==> src/rtl/chip_driver_pkg.sv <==
// Shared types and helpers for the chip burst driver.
//   state_t    : driver FSM states
//   beatWidth  : width of a beat counter able to index BL beats
//   wrapColumn : sequential column wrap inside a BL-aligned window
package chip_driver_pkg;

    typedef enum logic [1:0] {
        IDLE  = 2'd0,
        BURST = 2'd1,
        DRAIN = 2'd2,
        RESP  = 2'd3
    } state_t;

    // A one-beat burst still needs a one-bit counter so the vectors stay legal.
    function automatic int beatWidth(input int bl);
        return (bl > 1) ? $clog2(bl) : 1;
    endfunction

    // The low log2(BL) bits walk (start + beat) mod BL while the upper bits
    // keep the BL-aligned window fixed; BL must be a power of two.
    function automatic logic [31:0] wrapColumn(input logic [31:0] col,
                                               input logic [31:0] beat,
                                               input int          bl);
        logic [31:0] mask;
        mask = 32'(bl - 1);
        return (col & ~mask) | ((col + beat) & mask);
    endfunction

endpackage

==> src/rtl/read_capture_pipe.sv <==
// Delay line that tells the read-data buffer when and where to capture.
// Each read beat enters as {valid, beat index} in its address cycle and
// leaves DEPTH cycles later, which is when that beat's data is on dqout.
// Ports:
//   clk, reset : clock and synchronous active-high reset (flushes the line)
//   i_valid    : a read beat address is being driven this cycle
//   i_beat     : index of that beat
//   o_valid    : capture enable for the read-data buffer
//   o_beat     : buffer slot to write
module read_capture_pipe #(
    parameter int DEPTH  = 1,
    parameter int BEAT_W = 3
) (
    input  logic              clk,
    input  logic              reset,
    input  logic              i_valid,
    input  logic [BEAT_W-1:0] i_beat,
    output logic              o_valid,
    output logic [BEAT_W-1:0] o_beat
);

    logic              r_valid [DEPTH];
    logic [BEAT_W-1:0] r_beat  [DEPTH];

    // Plain shift register; reset drops every in-flight capture so a burst
    // aborted by reset can never write into a later request's buffer.
    always_ff @(posedge clk) begin
        if (reset) begin
            for (int i = 0; i < DEPTH; i++) begin
                r_valid[i] <= 1'b0;
                r_beat[i]  <= '0;
            end
        end else begin
            r_valid[0] <= i_valid;
            r_beat[0]  <= i_beat;
            for (int i = 1; i < DEPTH; i++) begin
                r_valid[i] <= r_valid[i-1];
                r_beat[i]  <= r_beat[i-1];
            end
        end
    end

    assign o_valid = r_valid[DEPTH-1];
    assign o_beat  = r_beat[DEPTH-1];

endmodule

==> src/rtl/chip_burst_driver.sv <==
// Requester-side burst driver for a per-bank Chip array. Accepts one burst
// at a time, drives BL sequential beats onto the addressed bank and, for
// reads, assembles the returned dqout beats into one response word.
// Ports:
//   clk, reset          : clock, synchronous active-high reset
//   req_*               : request (valid/ready, write flag, bg, ba, row, col, wdata)
//   rsp_*               : response (valid/ready, write echo, read data)
//   rd_o_wr/dqin/row/column : per-bank command outputs, zero unless selected in BURST
//   dqout               : per-bank read data inputs
module chip_burst_driver
    import chip_driver_pkg::*;
#(
    parameter int BGWIDTH      = 2,
    parameter int BAWIDTH      = 2,
    parameter int ADDRWIDTH    = 17,
    parameter int COLWIDTH     = 10,
    parameter int DEVICE_WIDTH = 4,
    parameter int BL           = 8,
    parameter int RDLAT        = 1
) (
    input  logic                       clk,
    input  logic                       reset,
    input  logic                       req_valid,
    output logic                       req_ready,
    input  logic                       req_write,
    input  logic [BGWIDTH-1:0]         req_bg,
    input  logic [BAWIDTH-1:0]         req_ba,
    input  logic [ADDRWIDTH-1:0]       req_row,
    input  logic [COLWIDTH-1:0]        req_col,
    input  logic [BL*DEVICE_WIDTH-1:0] req_wdata,
    output logic                       rsp_valid,
    input  logic                       rsp_ready,
    output logic                       rsp_write,
    output logic [BL*DEVICE_WIDTH-1:0] rsp_rdata,
    output logic                       rd_o_wr [1<<BGWIDTH][1<<BAWIDTH],
    output logic [DEVICE_WIDTH-1:0]    dqin    [1<<BGWIDTH][1<<BAWIDTH],
    input  logic [DEVICE_WIDTH-1:0]    dqout   [1<<BGWIDTH][1<<BAWIDTH],
    output logic [ADDRWIDTH-1:0]       row     [1<<BGWIDTH][1<<BAWIDTH],
    output logic [COLWIDTH-1:0]        column  [1<<BGWIDTH][1<<BAWIDTH]
);

    localparam int                BEAT_W    = beatWidth(BL);
    localparam logic [BEAT_W-1:0] BEAT_LAST = BEAT_W'(BL - 1);

    state_t                       r_state;
    state_t                       w_nextState;
    logic                         r_write;
    logic [BGWIDTH-1:0]           r_bg;
    logic [BAWIDTH-1:0]           r_ba;
    logic [ADDRWIDTH-1:0]         r_row;
    logic [COLWIDTH-1:0]          r_col;
    logic [BL*DEVICE_WIDTH-1:0]   r_wdata;
    logic [BL*DEVICE_WIDTH-1:0]   r_rdata;
    logic [BEAT_W-1:0]            r_beat;

    logic                         w_idle;
    logic                         w_burstActive;
    logic                         w_issueRead;
    logic                         w_rspValid;
    logic                         w_accept;
    logic                         w_capValid;
    logic [BEAT_W-1:0]            w_capBeat;
    logic [DEVICE_WIDTH-1:0]      w_dqSel;
    logic [DEVICE_WIDTH-1:0]      w_wbeat;
    logic [COLWIDTH-1:0]          w_column;

    // State register; reset always lands in IDLE, aborting any burst.
    always_ff @(posedge clk) begin
        if (reset) begin
            r_state <= IDLE;
        end else begin
            r_state <= w_nextState;
        end
    end

    // Next-state and control decode. A read with zero read latency has its
    // last beat captured on the same edge that ends BURST, so it can skip
    // DRAIN; otherwise DRAIN waits for the last slot to leave the pipe.
    always_comb begin
        w_nextState   = r_state;
        w_idle        = 1'b0;
        w_burstActive = 1'b0;
        w_issueRead   = 1'b0;
        w_rspValid    = 1'b0;
        case (r_state)
            IDLE: begin
                w_idle = 1'b1;
                if (req_valid) begin
                    w_nextState = BURST;
                end
            end
            BURST: begin
                w_burstActive = 1'b1;
                w_issueRead   = !r_write;
                if (r_beat == BEAT_LAST) begin
                    w_nextState = (r_write || RDLAT == 0) ? RESP : DRAIN;
                end
            end
            DRAIN: begin
                if (w_capValid && w_capBeat == BEAT_LAST) begin
                    w_nextState = RESP;
                end
            end
            RESP: begin
                w_rspValid = 1'b1;
                if (rsp_ready) begin
                    w_nextState = IDLE;
                end
            end
            default: w_nextState = IDLE;
        endcase
    end

    assign w_accept  = w_idle && req_valid;
    assign req_ready = w_idle && !reset;
    assign rsp_valid = w_rspValid;
    assign rsp_write = r_write;
    assign rsp_rdata = r_rdata;

    // Request latch, beat counter and read-data buffer. The buffer is cleared
    // on accept so a write response always carries zero data.
    always_ff @(posedge clk) begin
        if (reset) begin
            r_write <= 1'b0;
            r_bg    <= '0;
            r_ba    <= '0;
            r_row   <= '0;
            r_col   <= '0;
            r_wdata <= '0;
            r_rdata <= '0;
            r_beat  <= '0;
        end else begin
            if (w_accept) begin
                r_write <= req_write;
                r_bg    <= req_bg;
                r_ba    <= req_ba;
                r_row   <= req_row;
                r_col   <= req_col;
                r_wdata <= req_wdata;
                r_rdata <= '0;
                r_beat  <= '0;
            end else if (w_burstActive) begin
                r_beat <= r_beat + 1'b1;
            end
            if (w_capValid) begin
                r_rdata[w_capBeat*DEVICE_WIDTH +: DEVICE_WIDTH] <= w_dqSel;
            end
        end
    end

    // With zero read latency the data is on dqout during the address cycle,
    // so the capture enable is simply the read-issue strobe itself.
    if (RDLAT > 0) begin : gCapPipe
        read_capture_pipe #(
            .DEPTH  (RDLAT),
            .BEAT_W (BEAT_W)
        ) uCapPipe (
            .clk     (clk),
            .reset   (reset),
            .i_valid (w_issueRead),
            .i_beat  (r_beat),
            .o_valid (w_capValid),
            .o_beat  (w_capBeat)
        );
    end else begin : gCapDirect
        assign w_capValid = w_issueRead;
        assign w_capBeat  = r_beat;
    end

    assign w_dqSel  = dqout[r_bg][r_ba];
    assign w_wbeat  = r_wdata[r_beat*DEVICE_WIDTH +: DEVICE_WIDTH];
    assign w_column = COLWIDTH'(wrapColumn(32'(r_col), 32'(r_beat), BL));

    // Per-bank fan-out: only the latched bank sees anything, and only in BURST.
    for (genvar g = 0; g < (1 << BGWIDTH); g++) begin : gBg
        for (genvar b = 0; b < (1 << BAWIDTH); b++) begin : gBa
            logic w_sel;
            assign w_sel        = w_burstActive && (r_bg == BGWIDTH'(g)) && (r_ba == BAWIDTH'(b));
            assign rd_o_wr[g][b] = w_sel && r_write;
            assign dqin[g][b]    = (w_sel && r_write) ? w_wbeat : '0;
            assign row[g][b]     = w_sel ? r_row : '0;
            assign column[g][b]  = w_sel ? w_column : '0;
        end
    end

endmodule

==> config.mk <==
export PLATFORM = sky130hd
export DESIGN_NAME = chip_burst_driver
export DESIGN_NICKNAME = d
export VERILOG_FILES = /design/src/rtl/chip_driver_pkg.sv /design/src/rtl/read_capture_pipe.sv /design/src/rtl/chip_burst_driver.sv
export SDC_FILE = /design/constraint.sdc
export NUM_CORES = 1
export LEC_CHECK = 0
export ABC_AREA = 1
export CAP_MARGIN = 20
export CORE_AREA = 4 4 259 261
export CTS_BUF_LIST = sky130_fd_sc_hd__clkbuf_4
export DETAILED_ROUTE_END_ITERATION = 16
export DIE_AREA = 0 0 263 265
export HOLD_SLACK_MARGIN = 0.05
export SLEW_MARGIN = 20
export SYNTH_ARGS = -nofsm -noshare
export SYNTH_HDL_FRONTEND = slang
export SYNTH_HIERARCHICAL = 1
export SYNTH_SLANG_ARGS = --single-unit
==> constraint.sdc <==
create_clock -name clk -period 2.9 [get_ports clk]
set_clock_uncertainty 0.05 [all_clocks]
set_input_delay 0.29 -clock clk [delete_from_list [all_inputs] [get_ports clk]]
set_output_delay 0.29 -clock clk [all_outputs]
set_load 0.1 [all_outputs]
# After elaboration in Yosys (flattened, before gate mapping)
# Memory sizes are Yosys's and may differ from the RTL's.
# Index checks and enable logic that the tools add are counted.
totals:
  ff_bits: 101
  ramBits: 4
  input_bits: 132
  wordCells: 160
  memories: 2
memory_table:
  columns: ["name", "depth", "word_bits", "rd", "rd_ports_with_merged_regs", "wr", "line_no", "source"]
  rows:
  - ["gCapPipe.uCapPipe.r_beat", 1, 3, 1, 0, 1, "read_capture_pipe.sv:23", "logic [BEAT_W-1:0] r_beat [DEPTH];"]
  - ["gCapPipe.uCapPipe.r_valid", 1, 1, 1, 0, 1, "read_capture_pipe.sv:22", "logic r_valid [DEPTH];"]
classes:
  n_addsub: 3
  magnitude_cmp: 2
  n_eq_ne: 15
  shift: 3
  n_mux: 75
  bitwise: 3
  n_reduce_logical: 48
ops:
  columns: ["op", "count"]
  rows:
  - ["$mux 17", 16]
  - ["$mux 10", 16]
  - ["$mux 32", 3]
  - ["$mux 4", 18]
  - ["$logic_and 1x1->1", 39]
  - ["$neg 5->34", 1]
  - ["$shift 4x34->32 const A", 1]
  - ["$shiftx 4x34->32", 1]
  - ["$bmux 16 s2", 1]
  - ["$bwmux 32", 1]
  - ["$mux 16", 2]
  - ["$shiftx 32x6->4", 1]
  - ["$eq 2x2->1 const B", 6]
  - ["$mux 1", 11]
  - ["$or 10x3->10", 1]
  - ["$bmux 4 s2", 1]
  - ["$mux 2", 4]
  - ["$ne 2x2->1 const B", 4]
  - ["$pmux 2 s4", 1]
  - ["$eq 2x1->1 const B", 3]
  - ["$eq 3x3->1 const B", 2]
  - ["$ge 3x3->1 const B", 2]
  - ["$logic_not 2->1", 3]
  - ["$not 2->3", 2]
  - ["other kinds (8)", 9]

# Longest topological paths before layout
logic_depth:
  ltp_word: 10
  depth_mapped: 13

# Cells and area by module
# The synthesis kept the hierarchy.
by_module_without_submodules:
  columns: ["module", "n_inst", "cells_per_inst", "area_per_inst_um2"]
  rows:
  - ["chip_burst_driver", 1, 1409, 7666.1]
  - ["read_capture_pipe", 1, 12, 110.1]

# Worst setup path before layout
# Ideal clock, no wire load.
synth_timing:
  path_kind: "register to output"
  from: "register r_write (netlist: rsp_write)"
  to: "output port dqin[32] in the netlist's numbering"
  arrival_ps: 4424
  slack_ps: -1864
  path_stages_with_launch: 6
  n_path_buf: 1
  path_cell_list: "dfxtp_1 -> inv_2 -> buf_1 -> nor2_1 -> inv_1 -> nor2_1"
synth_rtl:
  columns: ["element", "line_no", "source"]
  rows:
  - ["start: declaration", "chip_burst_driver.sv:47", "logic r_write;"]
  - ["start signal: assignment", "chip_burst_driver.sv:134", "r_write <= req_write;"]
  - ["end: declaration", "chip_burst_driver.sv:36", "output logic [DEVICE_WIDTH-1:0] dqin [1<<BGWIDTH][1<<BAWIDTH],"]

==> results.yml <==
layout:
  drive_above_1_share_pct: 43.6
  final_nets: 2227
  area_growth_pct: 186
cts:
  htree_levels: 3
  clkLatencyLatePin_ps: 580
  clk_pin_slew_worst_paths_ps: 230
  ctsHoldBuffers: 0
  clockBufferDepth: 2
  cts_tree: "built"
  cts.sinks: 105
  cts_buffers: 9
  root_buffer: "clkbuf_4"
routing:
  ant_nets: 0
  num_vias: 11577
  via_per_inst: 3.93
  dr.pass1.iters: 5
  initialDrtViolationCount: 639
  wl_per_cell_um: 21.9
  drc: 0
  wirelength_um: 64600
synthesis:
  synthCells: 1421
  synth_async_sr_flop_share_pct: 0
  synth_edf_count: 0
  synth.avg_cell_area_um2: 5.47
  ys_ff_latch: 105
  syn_area_mm2: 0.00778
  yosysWarningCount: 6
  ys_types: 32
  ys.flop_type: "dfxtp_1"
  synth.net_count: 1565
  ys_seq_area_share_pct: 27.0
place:
  dp_hpwl_um: 51700
  gp_congestion: 0.796
  place_ws_ps: 315
  port_buffers: 678
timing:
  max_freq_mhz: 352
  worst_slew_pin_slew_ps: 884
  fin_crit_sh_pct: 98.0
  setup_tns_ps: 0
  fin_worst_hold_slack_ps: 233
  fin_ws_ps: 57.7
  finalHoldViolCount: 0
  rsz0062_at_grt: "true"
  setup_violations: 0
  fin_crit_ps: 2840
  max-slew-margin-rel_pct: 41.0
  maxSlewViolCount: 0
critical_path:
  critical_path_class: "reg2out"
  reg2reg_setup_slack_ps: 540
  worst-endpoint-arrival_ps: 2500
  end_kind: "primary output"
  reg2reg_to: "rsp_rdata[29]"
  r2r_start: "gCapPipe.uCapPipe/r_beat[0][0]"
  reg2regPathDepth: 9
  cp.required_ps: 2560
  crit_fanout: 8
  worstSetupStartpointType: "register"
worst_hold_path:
  hold_path_startpoint: "req_bg[0]"
  hold_class: "in2reg"
  holdPathEnd: "r_bg[0]"
  min_path_cells: 3
global_routing:
  grt_pass1_wl_um: 88200
  grt_overflow: 0
  grt_max_degree: 62
  grtUsageTotal_pct: 17.3
  grt_pass1_vias: 11257
  antenna_found_initial: 14
power:
  seq_power_share_pct: 24.6
  p_sw_share_pct: 56.6
  cellPowerDensity_mw_per_mm2: 345
  p_sw_uw: 4340
  p_clk_share_pct: 11.8
  p_leak_uw: 0.00822
  ir_worst_vdd_mv: 0.255
  p_int_uw: 3330
  p_comb_share_pct: 63.6
floorplan:
  design.die.area_mm2: 0.0697
  rows: 93
  die_w_um: 263
  core_mm2: 0.0645
  initial_utilization_pct: 12.1
  die_h_um: 265
  io_pins: 679
status:
  outcome: "complete, no violations"
flow_run:
  drv_cap: 0
## final cells by class
type | instances | area, µm²
Antenna cell | 6 | 15.0
Clock buffer | 9 | 67.6
Clock inverter | 7 | 88.8
Fill cell | 6453 | 42200
Inverter | 124 | 561
Multi-Input combinational cell | 1083 | 5670
Sequential cell | 105 | 2120
Tap cell | 855 | 1070
Timing Repair Buffer | 760 | 12600
## cells by family after synthesis
| kind of cell | Yosys count | share of synthesized area (%) |
|---|---|---|
| fa+ha+maj | 12 | 2.03 |
| xor+xnor | 2 | 0.225 |
| flops | 105 | 27.0 |
| simple gates | 890 | 45.8 |
| buf+inv | 233 | 12.8 |
| compound gates | 179 | 12.1 |
## power groups by stage
stage / Combinational (µW) / Sequential (µW) / Clock [µW]
final: 4880 / 1890 / 909
after global routing: 5250 / 1920 / 1020
after CTS: 4620 / 1880 / 970
after detailed placement: 4380 / 1890 / 0
after global placement: 4370 / 1890 / 0
after floorplan: 2610 / 1920 / 0
## stage by stage
step	area [µm²]	util, %	std cells	power, µW
after floorplan	8280	-	1421	4540
after global placement	21100	32.8	2901	6250
after detailed placement	21100	32.8	2901	6270
after CTS	21700	33.7	2930	7460
after global routing	22200	34.5	2949	8180
final	22200	34.5	2949	7670
## worst max path at each step
stage	start	endpoint	slack (ps)	depth (start not counted)
after floorplan	r_beat[0]	column[12]	-90	6
after global placement	r_state[1]	row[21]	360	10
after detailed placement	r_state[1]	row[25]	320	10
after CTS	r_col[0]	column[12]	-6	7
after global routing	r_state[1]	dqin[42]	-110	9
final	r_beat[0]	column[112]	60	8
## layout by cell type, fill, tap and decap left out, types with 14 or more instances in the layout
| cell type | Yosys | final |
|---|---|---|
| nor2_2 | 11 | 109 |
| buf_12 | 0 | 520 |
| nor2_4 | 0 | 81 |
| inv_1 | 74 | 62 |
| nand3_1 | 18 | 16 |
| nor2_1 | 639 | 460 |
| buf_4 | 11 | 98 |
| inv_2 | 25 | 14 |
| dfxtp_1 | 105 | 96 |
| o21ai_0 | 97 | 93 |
| nand2_1 | 201 | 200 |
| a21oi_1 | 65 | 65 |
| clkinv_1 | 24 | 24 |
| clkdlybuf4s50_1 | 0 | 131 |
## metal layers
layer,wire (µm),vias to the layer above,global-route usage (%)
li1,-,5668,-
met1,26000,5398,20.0
met2,32500,428,30.9
met3,4840,71,5.92
met4,1210,12,3.86
met5,80,-,0
## cells in the mapped netlist (4+ instances only)
| cell type | count | share of area (%) |
|---|---|---|
| a21oi_1 | 65 | 4.2 |
| dfxtp_1 | 105 | 27 |
| buf_4 | 11 | 1.1 |
| buf_6 | 5 | 0.72 |
| ha_1 | 11 | 1.8 |
| o21ai_0 | 97 | 6.2 |
| nor4_4 | 5 | 1.4 |
| nand3_1 | 18 | 1.2 |
| nor2_2 | 11 | 0.89 |
| inv_2 | 25 | 1.2 |
| clkbuf_1 | 50 | 2.4 |
| buf_2 | 31 | 2.0 |
| clkinv_1 | 24 | 1.2 |
| inv_1 | 74 | 3.6 |
| nor2_1 | 639 | 31 |
| nand4_1 | 9 | 0.72 |
| o22ai_1 | 4 | 0.32 |
| buf_1 | 12 | 0.58 |
| nand2_1 | 201 | 9.7 |
## sequential cells by signal (all words and copies together), names as in the netlist
register                   flops
gCapPipe.uCapPipe/r_beat       3
r_bg                           2
r_wdata                       32
rsp_write                      1
r_state                        2
gCapPipe.uCapPipe/r_valid      1
r_col                         10
r_row                         17
r_beat                         3
r_ba                           2
rsp_rdata                     32
## worst max-delay path, cell delays in order, from the launching register on
cell and delay, ps:
dfxtp_2 390, ha_4 160, fa_2 370, xnor2_4 160
xor2_4 160, buf_12 140, clkbuf_16 180, nor2_2 150
buf_12 190
## timing repair
action                                 in CTS  in global routing
setup endpoints to repair                 480                266
pin swaps                                  17                 20
endpoints found under the hold margin       0                  0
gates resized for setup                   100                101
buffers inserted                           13                  9
gates cloned                                0                  4
Power figures use the tool's default switching activity.
